<file path="config.mk">
export PLATFORM = sky130hd
export DESIGN_NAME = aircraft_agent
export DESIGN_NICKNAME = d
export VERILOG_FILES = /design/src/rtl/aircraft_agent.sv
export SDC_FILE = /design/constraint.sdc
export NUM_CORES = 1
export LEC_CHECK = 0
export BUFFER_PORTS_ARGS = -buffer_cell sky130_fd_sc_hd__buf_2
export CAP_MARGIN = 20
export CELL_PAD_IN_SITES_DETAIL_PLACEMENT = 0
export CELL_PAD_IN_SITES_GLOBAL_PLACEMENT = 2
export CORE_MARGIN = 10
export CORE_UTILIZATION = 32
export DETAILED_ROUTE_END_ITERATION = 8
export PLACE_DENSITY = 0.78
export SLEW_MARGIN = 0
export SYNTH_ARGS = -nofsm -noshare
export SYNTH_HDL_FRONTEND = slang
export SYNTH_SLANG_ARGS = --single-unit
</file>
<file path="constraint.sdc">
create_clock -name clock -period 2.3 [get_ports clock]
set_input_delay 0.46 -clock clock [delete_from_list [all_inputs] [get_ports clock]]
set_output_delay 0.46 -clock clock [all_outputs]
set_load 0.05 [all_outputs]
</file>
<file path="src/rtl/aircraft_agent.sv">
// aircraft_agent
// ---------------------------------------------------------------------------
// Aircraft-side endpoint of the BobATC 9-bit message protocol. A start pulse
// from the mission controller issues a takeoff or landing request to the
// tower. The agent then interprets the tower's replies:
//   CLEAR     -> occupy the runway for RUNWAY_TIME cycles, then send DECLARE
//   HOLD      -> wait indefinitely (no timer) for CLEAR / DIVERT / SAY_AGAIN
//   DIVERT    -> give up and return to idle with a diverted pulse
//   SAY_AGAIN -> retransmit the request (also done on reply timeout)
// Once MAX_RETRY retransmissions have been used up, the agent aborts and
// sets the sticky error flag.
//
// Message format: {id[3:0], type[2:0], action[1:0]}; action[1] = direction
// (1 = landing), action[0] = runway.
//
// Optional feature: define AIRCRAFT_EMERGENCY_EN to make ABORT transmit an
// EMERGENCY message {PLANE_ID, 010, dir, 0} before returning to idle.
//
// tx handshake: tx_data is offered while tx_valid is high and is held
// stable until the cycle tx_valid && tx_ready is seen; that cycle is the
// transfer. rx has no back-pressure: rx_data is taken whenever rx_valid=1.
//
// Ports
//   clock      in   single clock, rising edge
//   reset      in   synchronous, active-high
//   start      in   one-cycle pulse: begin a request (ignored while busy)
//   want_land  in   sampled with start: 1 = landing, 0 = takeoff
//   rx_data    in   [8:0] message from tower
//   rx_valid   in   rx_data valid this cycle
//   tx_data    out  [8:0] message to tower
//   tx_valid   out  tx_data pending
//   tx_ready   in   link accepts tx_data this cycle
//   busy       out  high in every state except IDLE
//   on_runway  out  runway occupied by this plane
//   runway_id  out  runway granted by the last CLEAR
//   done       out  one-cycle pulse after DECLARE is accepted
//   diverted   out  one-cycle pulse on DIVERT reply
//   error      out  sticky retry-exhaustion flag, cleared by reset or start
//   state_dbg  out  [2:0] current FSM state (debug visibility)
// ---------------------------------------------------------------------------
module aircraft_agent #(
  parameter logic [3:0] PLANE_ID    = 4'd0,
  parameter int         TIMEOUT     = 255,
  parameter int         MAX_RETRY   = 3,
  parameter int         RUNWAY_TIME = 16
) (
  input  logic       clock,
  input  logic       reset,
  input  logic       start,
  input  logic       want_land,
  input  logic [8:0] rx_data,
  input  logic       rx_valid,
  output logic [8:0] tx_data,
  output logic       tx_valid,
  input  logic       tx_ready,
  output logic       busy,
  output logic       on_runway,
  output logic       runway_id,
  output logic       done,
  output logic       diverted,
  output logic       error,
  output logic [2:0] state_dbg
);

  typedef enum logic [2:0] {
    S_IDLE       = 3'd0,
    S_SEND_REQ   = 3'd1,
    S_WAIT_REPLY = 3'd2,
    S_HOLDING    = 3'd3,
    S_ON_RUNWAY  = 3'd4,
    S_SEND_DECL  = 3'd5,
    S_ABORT      = 3'd6
  } state_t;

  localparam logic [2:0] T_REQUEST   = 3'b000;
  localparam logic [2:0] T_DECLARE   = 3'b001;
  localparam logic [2:0] T_CLEAR     = 3'b100;
  localparam logic [2:0] T_HOLD      = 3'b101;
  localparam logic [2:0] T_SAY_AGAIN = 3'b110;
  localparam logic [2:0] T_DIVERT    = 3'b111;
`ifdef AIRCRAFT_EMERGENCY_EN
  localparam logic [2:0] T_EMERGENCY = 3'b010;
`endif

  localparam int TW  = $clog2(TIMEOUT + 1);
  localparam int RW  = $clog2(RUNWAY_TIME + 1);
  localparam int RTW = (MAX_RETRY > 0) ? $clog2(MAX_RETRY + 1) : 1;

  // Counters stop at their "last" value, so none of them can wrap.
  localparam logic [TW-1:0]  TIMER_LAST = TW'(TIMEOUT - 1);
  localparam logic [RW-1:0]  RUN_LAST   = RW'(RUNWAY_TIME - 1);
  localparam logic [RTW-1:0] RETRY_MAX  = RTW'(MAX_RETRY);

  state_t         state, state_n;
  logic           dir, dir_n;
  logic [TW-1:0]  timer, timer_n;
  logic [RW-1:0]  run_cnt, run_cnt_n;
  logic [RTW-1:0] retries, retries_n;
  logic [8:0]     tx_data_n;
  logic           tx_valid_n, busy_n, on_runway_n, runway_id_n;
  logic           done_n, diverted_n, error_n;
  logic           do_retry;

  logic [3:0] rx_id;
  logic [2:0] rx_type;
  logic       rx_match;
  logic       hs;
  logic       unused_rx_dir;

  assign rx_id    = rx_data[8:5];
  assign rx_type  = rx_data[4:2];
  // Only tower-to-plane types (CLEAR..DIVERT, type[2]=1) addressed to us.
  assign rx_match = rx_valid && (rx_id == PLANE_ID) && rx_type[2];
  assign hs       = tx_valid && tx_ready;
  // The direction echoed by the tower is not needed by the aircraft.
  assign unused_rx_dir = rx_data[1];

  assign state_dbg = state;

  always_comb begin
    state_n     = state;
    dir_n       = dir;
    timer_n     = timer;
    run_cnt_n   = run_cnt;
    retries_n   = retries;
    tx_data_n   = tx_data;
    tx_valid_n  = 1'b0;
    on_runway_n = 1'b0;
    runway_id_n = runway_id;
    done_n      = 1'b0;
    diverted_n  = 1'b0;
    error_n     = error;
    do_retry    = 1'b0;

    unique case (state)
      S_IDLE: begin
        if (start) begin
          state_n    = S_SEND_REQ;
          dir_n      = want_land;
          error_n    = 1'b0;
          retries_n  = '0;
          tx_valid_n = 1'b1;
          tx_data_n  = {PLANE_ID, T_REQUEST, want_land, 1'b0};
        end
      end

      S_SEND_REQ, S_SEND_DECL: begin
        if (hs) begin
          if (state == S_SEND_REQ) begin
            state_n = S_WAIT_REPLY;
            timer_n = '0;
          end else begin
            state_n = S_IDLE;
            done_n  = 1'b1;
          end
        end else begin
          tx_valid_n = 1'b1;
        end
      end

      S_WAIT_REPLY, S_HOLDING: begin
        // A matching reply wins over a timeout expiring in the same cycle.
        if (rx_match) begin
          unique case (rx_type)
            T_CLEAR: begin
              state_n     = S_ON_RUNWAY;
              runway_id_n = rx_data[0];
              run_cnt_n   = '0;
              on_runway_n = 1'b1;
            end
            T_HOLD: state_n = S_HOLDING;
            T_DIVERT: begin
              state_n    = S_IDLE;
              diverted_n = 1'b1;
            end
            T_SAY_AGAIN: do_retry = 1'b1;
            default: ;
          endcase
        end else if (state == S_WAIT_REPLY) begin
          if (timer == TIMER_LAST) do_retry = 1'b1;
          else                     timer_n  = timer + TW'(1);
        end
      end

      S_ON_RUNWAY: begin
        if (run_cnt == RUN_LAST) begin
          state_n    = S_SEND_DECL;
          tx_valid_n = 1'b1;
          tx_data_n  = {PLANE_ID, T_DECLARE, dir, runway_id};
        end else begin
          run_cnt_n   = run_cnt + RW'(1);
          on_runway_n = 1'b1;
        end
      end

      S_ABORT: begin
`ifdef AIRCRAFT_EMERGENCY_EN
        if (hs) begin
          state_n = S_IDLE;
          error_n = 1'b1;
        end else begin
          tx_valid_n = 1'b1;
        end
`else
        state_n = S_IDLE;
        error_n = 1'b1;
`endif
      end

      default: state_n = S_IDLE;
    endcase

    if (do_retry) begin
      if (retries < RETRY_MAX) begin
        retries_n  = retries + RTW'(1);
        state_n    = S_SEND_REQ;
        tx_valid_n = 1'b1;
        tx_data_n  = {PLANE_ID, T_REQUEST, dir, 1'b0};
      end else begin
        state_n = S_ABORT;
`ifdef AIRCRAFT_EMERGENCY_EN
        tx_valid_n = 1'b1;
        tx_data_n  = {PLANE_ID, T_EMERGENCY, dir, 1'b0};
`endif
      end
    end

    busy_n = (state_n != S_IDLE);
  end

  always_ff @(posedge clock) begin
    if (reset) begin
      state     <= S_IDLE;
      dir       <= 1'b0;
      timer     <= '0;
      run_cnt   <= '0;
      retries   <= '0;
      tx_data   <= '0;
      tx_valid  <= 1'b0;
      busy      <= 1'b0;
      on_runway <= 1'b0;
      runway_id <= 1'b0;
      done      <= 1'b0;
      diverted  <= 1'b0;
      error     <= 1'b0;
    end else begin
      state     <= state_n;
      dir       <= dir_n;
      timer     <= timer_n;
      run_cnt   <= run_cnt_n;
      retries   <= retries_n;
      tx_data   <= tx_data_n;
      tx_valid  <= tx_valid_n;
      busy      <= busy_n;
      on_runway <= on_runway_n;
      runway_id <= runway_id_n;
      done      <= done_n;
      diverted  <= diverted_n;
      error     <= error_n;
    end
  end

endmodule

</file>
==> flow_summary.toml, run 1 <==
[die]
core-area_mm2 = 0.005042
io-pin-count = 34
die_y_um = 91.82
dieArea_mm2 = 0.008430
rows = 26
die_width_um = 91.82
start_util_pct = 32.73

[global_routing]
grt_use_total_pct = 9.434
grt_pass1_vias = 1408
grt_max_degree = 24
antenna_found_initial = 0
overflow = 0
grt_pass1_wl_um = 6617

[cells_and_area]
drive_above_1_share_pct = 29.20
area_growth_pct = 21.68
nets = 245
antenna_cells = 0
fill_cells = 536
finish.utilization_pct = 39.83

[critical_path]
r2r-start = "run_cnt[0]"
cp-startpoint = "run_cnt[0]"
startpoint_type = "register"
crit_type = "reg -> reg"
crit_fanout = 5
crit_required_ps = 2450
cp-end-kind = "register"
arrival_ps = 2250

[yosys]
synth_top_area_cell = "dfxtp_1"
yosysMostFrequentCell = "dfxtp_1"
synth_area_per_cell_um2 = 8.873
syn_inst = 186
async_flop_share_pct = 0
synth_seq_area_share_pct = 42.46
syn-num-nets = 206
ys_top_cells_by_area = "dfxtp_1 (42%), a21oi_1 (5.2%), ha_1 (3.8%)"
synth.cell_area_mm2 = 0.001650
synth-edff-count = 0
synthFlopType = "dfxtp_1"
synth_seq_cells = 35
ys_warn_count = 0
yosysUniqueCellTypes = 47
synthTopCellsByCount = "dfxtp_1 (35), a21oi_1 (17), nor2_1 (16), nand2_1 (14), nor3_1 (8)"
yosysTopAreaCellShare_pct = 42.46

[timing]
slew_headroom_pct = 66.78
grt_setup_unrepaired = "no"
timing.fmax_mhz = 475.8
worst_pin_slew_ps = 493.8
fin_setup_tns_ps = 0
final-setup-viol-count = 0
finalHoldViolCount = 0
min_period_over_period_pct = 91.38
clock_skew_ps = 4.039
layout_min_cycle_time_ps = 2102
slew_viol_final = 0

[detailed_routing]
wl_per_cell_um = 13.13
drtIter0Drc = 45
firstDrtPassIters = 4
route.detailed.drc = 0
vias = 1431
ant_nets = 0
drt_wl_total_um = 3886
viasPerCell = 4.834

[cts]
cts_tree = "yes"
cts_inserted_buffers = 5
ctsResizeCount = 0
cts_max_level = 2
clock-root-buffer = "clkbuf_8"
ctsLongestPathBuffers = 2
cts_setup_buffers = 0
path_clk_slew_ps = 70
cts.sinks = 35
clk_latency_ps = 280
cts_hold_buffers = 0

[place]
portBuffers = 32
gp_congestion = 0.7558
hpwl_um = 2987

[min_path]
min-delay-start = "rx_data[0]"
hold_class = "in -> reg"

[run_status]
status = "finished, final reports clean"

[pwr]
peakVddDrop_mv = 0.2644
leakage_nw = 0.7930
cellPowerDensity_mw_per_mm2 = 591.4

[job]
maxCapViolCount = 0
## power by group
| part | leakage (nW) | internal, W | switching [W] |
|---|---|---|---|
| Sequential | 0.283 | 0.000616 | 0.00000831 |
| Clock | 0.0412 | 0.000212 | 0.000220 |
| Combinational | 0.469 | 0.0000468 | 0.0000842 |
| Total | 0.793 | 0.000875 | 0.000313 |
## kinds of logic after synthesis
logic type                 after synthesis  share of synthesized area (%)
and+or+nand+nor                         83                          29.72
AOI/OAI and AO/OA                       43                          17.13
DFF                                     35                          42.46
buffers and inverters                   14                          3.487
adders and majority gates                5                          3.791
xor gates and xnor gates                 3                          1.592
muxes                                    3                          1.820
## worst max-delay path: stages (launching register included)
cell and delay, ps:
dfxtp_1 350, ha_1 220, and3_1 190, ha_1 210
and4bb_2 270, nor2_1 260, nand2_1 130, o31ai_1 250
a21oi_1 90
## final timing paths
| kind | cells after the start | end | slack (ps) |
|---|---|---|---|
| worst min-delay path | 3 | runway_id | 420 |
| worst max register to register | 8 | state_dbg[0] | 200 |
| worst max-delay path | 8 | state_dbg[0] | 200 |
| worst min register to register | 1 | tx_data[8] | 470 |
## per-layer routing
layer  up-vias  global-route usage, %  share of wire (%)
met4         0                  3.085               0.90
met2        17                  15.82                 48
met1       662                  10.93                 47
li1        750                      -                  -
met5         -                      0                  0
met3         2                  3.423                4.2
## placed cells by master (no fill, tap or decap), types with 2 or more instances in the layout
cell type and n:
nor2_1 16, o21ai_0 7, a211oi_1 2, inv_1 6, buf_4 8, nor2b_1 2, nand3_1 7, or3_1 4
dfxtp_1 35, nor4_1 2, nand3b_1 2, and4_1 2, buf_2 32, nor3_1 8, nand2b_1 3, a31oi_1 4
nand2_1 14, ha_1 5, a31o_2 2, clkbuf_8 5, a22oi_1 2, a21oi_1 17, mux2i_1 3, xor2_1 2
o2111ai_1 2, or2_2 3, and2_2 6, o31ai_1 3
## flip-flops by register name (all words and copies together), names as in the netlist
name	count
tx_valid	1
on_runway	1
done	1
run_cnt	5
runway_id	1
state_dbg	3
diverted	1
busy	1
tx_data	9
dir	1
error	1
retries	2
timer	8
## stage by stage
step                area [um2]  hold WS, ps  worst slack (ps)   power, W  instances
floorplan                 1650        439.7             232.5  0.0007254        186
global placement          1923        453.3             1.112  0.0007710        288
detailed placement        1923        451.1             7.210  0.0007707        288
CTS                       2008        411.7             190.6   0.001214        296
global route              2008        416.2             42.19   0.001253        296
finish                    2008        417.5             198.2   0.001188        296
## area by class of cell
cell class / instances / area [um2] / area share (%)
Inverter: 6 / 22.52 / 1.121
Clock inverter: 2 / 12.51 / 0.6231
Timing Repair Buffer: 40 / 220.2 / 10.97
Clock buffer: 6 / 72.57 / 3.614
Multi-Input combinational cell: 137 / 892.1 / 44.42
Sequential cell: 35 / 700.7 / 34.89
Tap cell: 70 / 87.58 / 4.361
Power figures use the tool's default switching activity.
==> inputs of run 2 (changes only) <==
ABC_AREA = 1   (was not set)
CORE_MARGIN = 5   (was 10)
CORE_UTILIZATION = 30   (was 32)
==> run 2 against run 1 <==
Worst setup slack improved by 300 ps. Clock-buffer cell count fell by 1. Core utilization fell by 2.4 points. Register-to-register slack gained 300 ps. Critical path type unchanged. Critical endpoint is now busy. Largest power group is now the clock network. Highest routed layer unchanged.
==> flow_summary.toml, run 2 <==
[critical_path]
r2r_cells = 12
r2r_slack_ps = 500
cp_top_family = "simple AND/OR/NAND/NOR gates"
cp_common_cell = "nand2_1"
startpoint_type = "register"
crit_buf_inv = 0
r2r-start = "run_cnt[0]"
crit_type = "reg -> reg"
worstPathCellList = "ha_1 -> nand2_1 -> nor2_1 -> ha_1 -> nand2_4 -> nand2_1 -> a21oi_1 -> nand2_1 -> nand2_1 -> nand2_1 -> nand2_1 -> nand2_1"
slowest_delay_ps = 340
slowest_stage = "dfxtp_1"
crit_required_ps = 2480
crit_fanout = 5
cp-end-kind = "register"
arrival_ps = 1980
r2r-end = "busy"

[timing]
slew_headroom_pct = 72.84
slew_viol_final = 0
layout_min_cycle_time_ps = 1802
grt_setup_unrepaired = "no"
min_period_over_period_pct = 78.33
timing.fmax_mhz = 555.1
layout_setup_ws_ps = 498.4
worst_pin_slew_ps = 404.9
finalHoldViolCount = 0
fin_setup_tns_ps = 0
final-setup-viol-count = 0
clock_skew_ps = 7.223

[yosys]
synthFlopType = "dfxtp_1"
yosysTopAreaCellShare_pct = 38.62
synth_seq_area_share_pct = 38.62
synth_top_area_cell = "dfxtp_1"
yosysUniqueCellTypes = 30
syn-num-nets = 277
synthTopCellsByCount = "nand2_1 (74), dfxtp_1 (35), nor2_1 (27), inv_1 (23), a21oi_1 (20)"
synth-edff-count = 0
synth.cell_area_mm2 = 0.001814
synth_seq_cells = 35
ys_warn_count = 0
syn_inst = 257
async_flop_share_pct = 0
yosysMostFrequentCell = "nand2_1"
synth_area_per_cell_um2 = 7.059
ys_top_cells_by_area = "dfxtp_1 (39%), nand2_1 (15%), nor2_1 (5.6%)"

[die]
die_y_um = 87.77
core-area_mm2 = 0.005886
io-pin-count = 34
dieArea_mm2 = 0.007703
rows = 28
die_width_um = 87.77
start_util_pct = 30.82

[cells_and_area]
regArea_um2 = 700.7
nets = 315
antenna_cells = 0
area_growth_pct = 21.52
final_common_cell = "nand2_1"
largest_reg_flops = 9
final_cell_mix = "nand2_1 (74), dfxtp_1 (35), buf_2 (32)"
multiInputGateArea_um2 = 991.0
top_regs = "tx_data (9), timer (8), run_cnt (5)"
max_flop_register = "tx_data"
drive_above_1_share_pct = 21.96
fin_area_mm2 = 0.002205
fill_cells = 665
finish.utilization_pct = 37.46

[cts]
path_clk_slew_ps = 80
ctsLongestPathBuffers = 2
clk_latency_ps = 290
cts_max_level = 2
cts_hold_buffers = 0
cts_setup_buffers = 0
cts_tree = "yes"
clock-root-buffer = "clkbuf_8"
ctsResizeCount = 0
cts_inserted_buffers = 5
cts.sinks = 35

[global_routing]
grt_pass1_vias = 1590
grt_pass1_wl_um = 7486
antenna_found_initial = 0
grt_use_total_pct = 12.45
grt_max_degree = 22
overflow = 0

[detailed_routing]
drtIter0Drc = 74
vias = 1677
wl_per_cell_um = 12.00
route.detailed.drc = 0
firstDrtPassIters = 4
viasPerCell = 4.520
ant_nets = 0
drt_wl_total_um = 4452

[pwr]
peakVddDrop_mv = 0.3172
cellPowerDensity_mw_per_mm2 = 686.3
leakage_nw = 0.9813

[place]
hpwl_um = 3378
dpl-instance-area_mm2 = 0.002068
gp_congestion = 0.7817
portBuffers = 32
dp_slack_ps = 495.8

[min_path]
min-delay-start = "want_land"
hold_depth = 3
min_to = "dir"
hold_class = "in -> reg"

[run_status]
status = "finished, final reports clean"

[job]
maxCapViolCount = 0
run 2: cell types whose count changed after synthesis, sizes merged, moves of 3 or more:
cell	change
nand2	+69
inv	+23
nor2	+16
nand3	+10
nand4	+8
and2	-7
buf	-5
or3	-5
nor3	-4
a21oi	+3
a31oi	-3
mux2i	-3
nand2b	-3
o31ai	-3
run 2: cells by family after synthesis:
logic type	count (synthesis)	synth area share, %
AOI/OAI and AO/OA	30	8.966
xor gates and xnor gates	6	2.897
adders and majority gates	5	3.448
buffers and inverters	32	6.759
DFF	35	38.62
and+or+nand+nor	149	39.31
run 2: worst max path at each step:
stage               cells past startpoint   end    startpoint
floorplan                              11  busy  state_dbg[0]
global placement                       12  busy    run_cnt[0]
detailed placement                     11  busy    rx_data[8]
CTS                                    12  busy    run_cnt[0]
global route                           12  busy    run_cnt[0]
finish                                 12  busy    run_cnt[0]
run 2: stage by stage:
stage	hold WS (ps)	std cells	power (W)
2_1_floorplan	445.1	257	0.0007967
3_3_place_gp	430.2	363	0.0008607
3_5_place_dp	430.5	363	0.0008587
4_1_cts	414.5	371	0.001541
5_1_grt	428.0	371	0.001582
6_report	433.9	371	0.001513
run 2: where the power goes:
group          switching [W]  internal (W)
combinational       0.000156     0.0000530
clock               0.000240      0.000432
sequential        0.00000996      0.000621
run 2: routing by layer:
| layer | wire (um) | global-route usage, % |
|---|---|---|
| met4 | 70 | 5.021 |
| met3 | 256 | 2.916 |
| met2 | 1915 | 19.59 |
| met5 | 0 | 0 |
| met1 | 2209 | 16.38 |
run 2: worst register-to-register path, delay by kind of cell, from the launching register on:
kind,cells,cell delay (ps)
AND/OR/NAND/NOR,9,710
adder cells (fa/ha/maj),2,500
flip-flops,1,340
AO/OA/AOI/OAI,1,170
run 2: area by class of cell:
cell class	instances	share of cell area (%)
inverters	30	5.221
clock buffers	5	3.121
multi-input cells	190	44.95
repair buffers	33	7.605
flip-flops and latches	35	31.78
clock inverters	3	3.065
well taps	75	4.257
==> inputs of run 3 (changes only) <==
clock period = 1.9 ns   (was 2.3 ns; I/O delays follow)
==> run 3 against run 2 <==
Die area is the same. Clock-buffer cell count grew 2. Design area shrank 0.34%. Via count grew 3.2%. Core utilization shrank 0.13 points. Sequential power grew 21%. Clock skew is essentially flat. Cell count grew 0.81%. Non-clock buffer count grew 3. Combinational power grew 24%. Total power grew 7.6%. First-iteration DRC count shrank 12%. Critical endpoint is now tx_data[1]. Largest cell class unchanged. Largest power group is now registers.
==> flow_summary.toml, run 3 (synthesis results as in run 2) <==
[run_status]
status = "finished, final reports clean"

[cts]
ctsLongestPathBuffers = 2
ctsResizeCount = 0
cts_max_level = 2
clk_latency_ps = 290
clock-root-buffer = "clkbuf_8"
cts_tree = "yes"
cts_setup_buffers = 0
cts_hold_buffers = 0
cts_inserted_buffers = 5
cts.sinks = 35
path_clk_slew_ps = 80

[pwr]
peakVddDrop_mv = 0.3095
cellPowerDensity_mw_per_mm2 = 740.9
leakage_nw = 0.9805

[detailed_routing]
ant_nets = 0
route.detailed.drc = 0
wl_per_cell_um = 12.12
drt_wl_total_um = 4533
drtIter0Drc = 65
vias = 1731
firstDrtPassIters = 4
viasPerCell = 4.628

[timing]
worst_pin_slew_ps = 373.4
min_period_over_period_pct = 87.59
grt_setup_unrepaired = "no"
slew_headroom_pct = 74.95
layout_min_cycle_time_ps = 1664
final-setup-viol-count = 0
timing.fmax_mhz = 600.9
clock_skew_ps = 7.108
slew_viol_final = 0
layout_setup_ws_ps = 235.7
finalHoldViolCount = 0
fin_setup_tns_ps = 0

[cells_and_area]
top_regs = "tx_data (9), timer (8), run_cnt (5)"
drive_above_1_share_pct = 23.08
area_growth_pct = 21.10
final_cell_mix = "nand2_1 (74), dfxtp_1 (35), buf_2 (32)"
antenna_cells = 0
largest_reg_flops = 9
nets = 318
max_flop_register = "tx_data"
final_common_cell = "nand2_1"

[critical_path]
crit_required_ps = 2120
crit_type = "reg -> reg"
startpoint_type = "register"
crit_fanout = 5
cp-end-kind = "register"
arrival_ps = 1880

[die]
rows = 28
die_y_um = 87.77
dieArea_mm2 = 0.007703
core-area_mm2 = 0.005886
die_width_um = 87.77
start_util_pct = 30.82
io-pin-count = 34

[place]
hpwl_um = 3463
portBuffers = 32
gp_congestion = 0.8308
dp_slack_ps = 158.6

[global_routing]
grt_max_degree = 22
overflow = 0
grt_use_total_pct = 13.08
grt_pass1_wl_um = 7928
antenna_found_initial = 0
grt_pass1_vias = 1680

[min_path]
hold_class = "in -> reg"

[job]
maxCapViolCount = 0
## run 3: cell types whose count changed in the layout (fill, tap and decap cells not counted)
| cell | change |
|---|---|
| ha_1 | -1 |
| ha_2 | +1 |
| buf_4 | +3 |
| clkbuf_8 | +2 |
| bufinv_16 | -2 |
## run 3: stage by stage
stage / util (%) / cell area, um2 / hold WS (ps) / power (W) / instances
finish: 37.33 / 2197 / 352.0 / 0.001628 / 374
global route: 37.33 / 2197 / 365.8 / 0.001728 / 374
CTS: 37.29 / 2195 / 343.2 / 0.001664 / 374
detailed placement: 35.52 / 2091 / 431.2 / 0.001046 / 366
global placement: 35.52 / 2091 / 430.3 / 0.001046 / 366
floorplan: - / 1814 / 445.1 / 0.0009645 / 257
## run 3: path summary, 6_finish.rpt
path / to / depth (start not counted) / from / slack, ps
worst min register to register: tx_data[5] / 2 / tx_data[5] / 440
worst min-delay path: dir / 3 / want_land / 350
worst max-delay path: tx_data[1] / 12 / run_cnt[0] / 240
worst max register to register: tx_data[1] / 12 / run_cnt[0] / 240
## run 3: cell type report
class / count / area (um2)
fill: 680 / 3689
multi-input combinational: 190 / 993.5
sequential: 35 / 700.7
timing repair buffer: 36 / 190.2
inverter: 30 / 115.1
clock buffer: 7 / 96.34
tap: 75 / 93.84
clock inverter: 1 / 7.507
## run 3: per-layer routing
layer	wire [um]	part of all wire (%)	track usage (%)	vias to the layer above
li1	-	-	-	910
met1	2244	50	17.40	777
met2	1933	43	20.27	38
met3	284	6.3	3.669	6
met4	71	1.6	4.603	0
met5	0	0	0	-
## run 3: power by group
group / internal [W] / switching (W)
combinational: 0.0000675 / 0.000191
sequential: 0.000753 / 0.0000130
clock: 0.000330 / 0.000273
## run 3: worst max-delay path: stages, from the launching register on
cell and delay (ps):
dfxtp_1 380, ha_1 180, nand2_1 70, nor2_1 100, ha_2 290, nand2_1 70, o21ai_0 70, nand2_1 70
nand3_1 110, nand2_1 50, nand2_1 50, nand2_1 50, a21oi_1 110
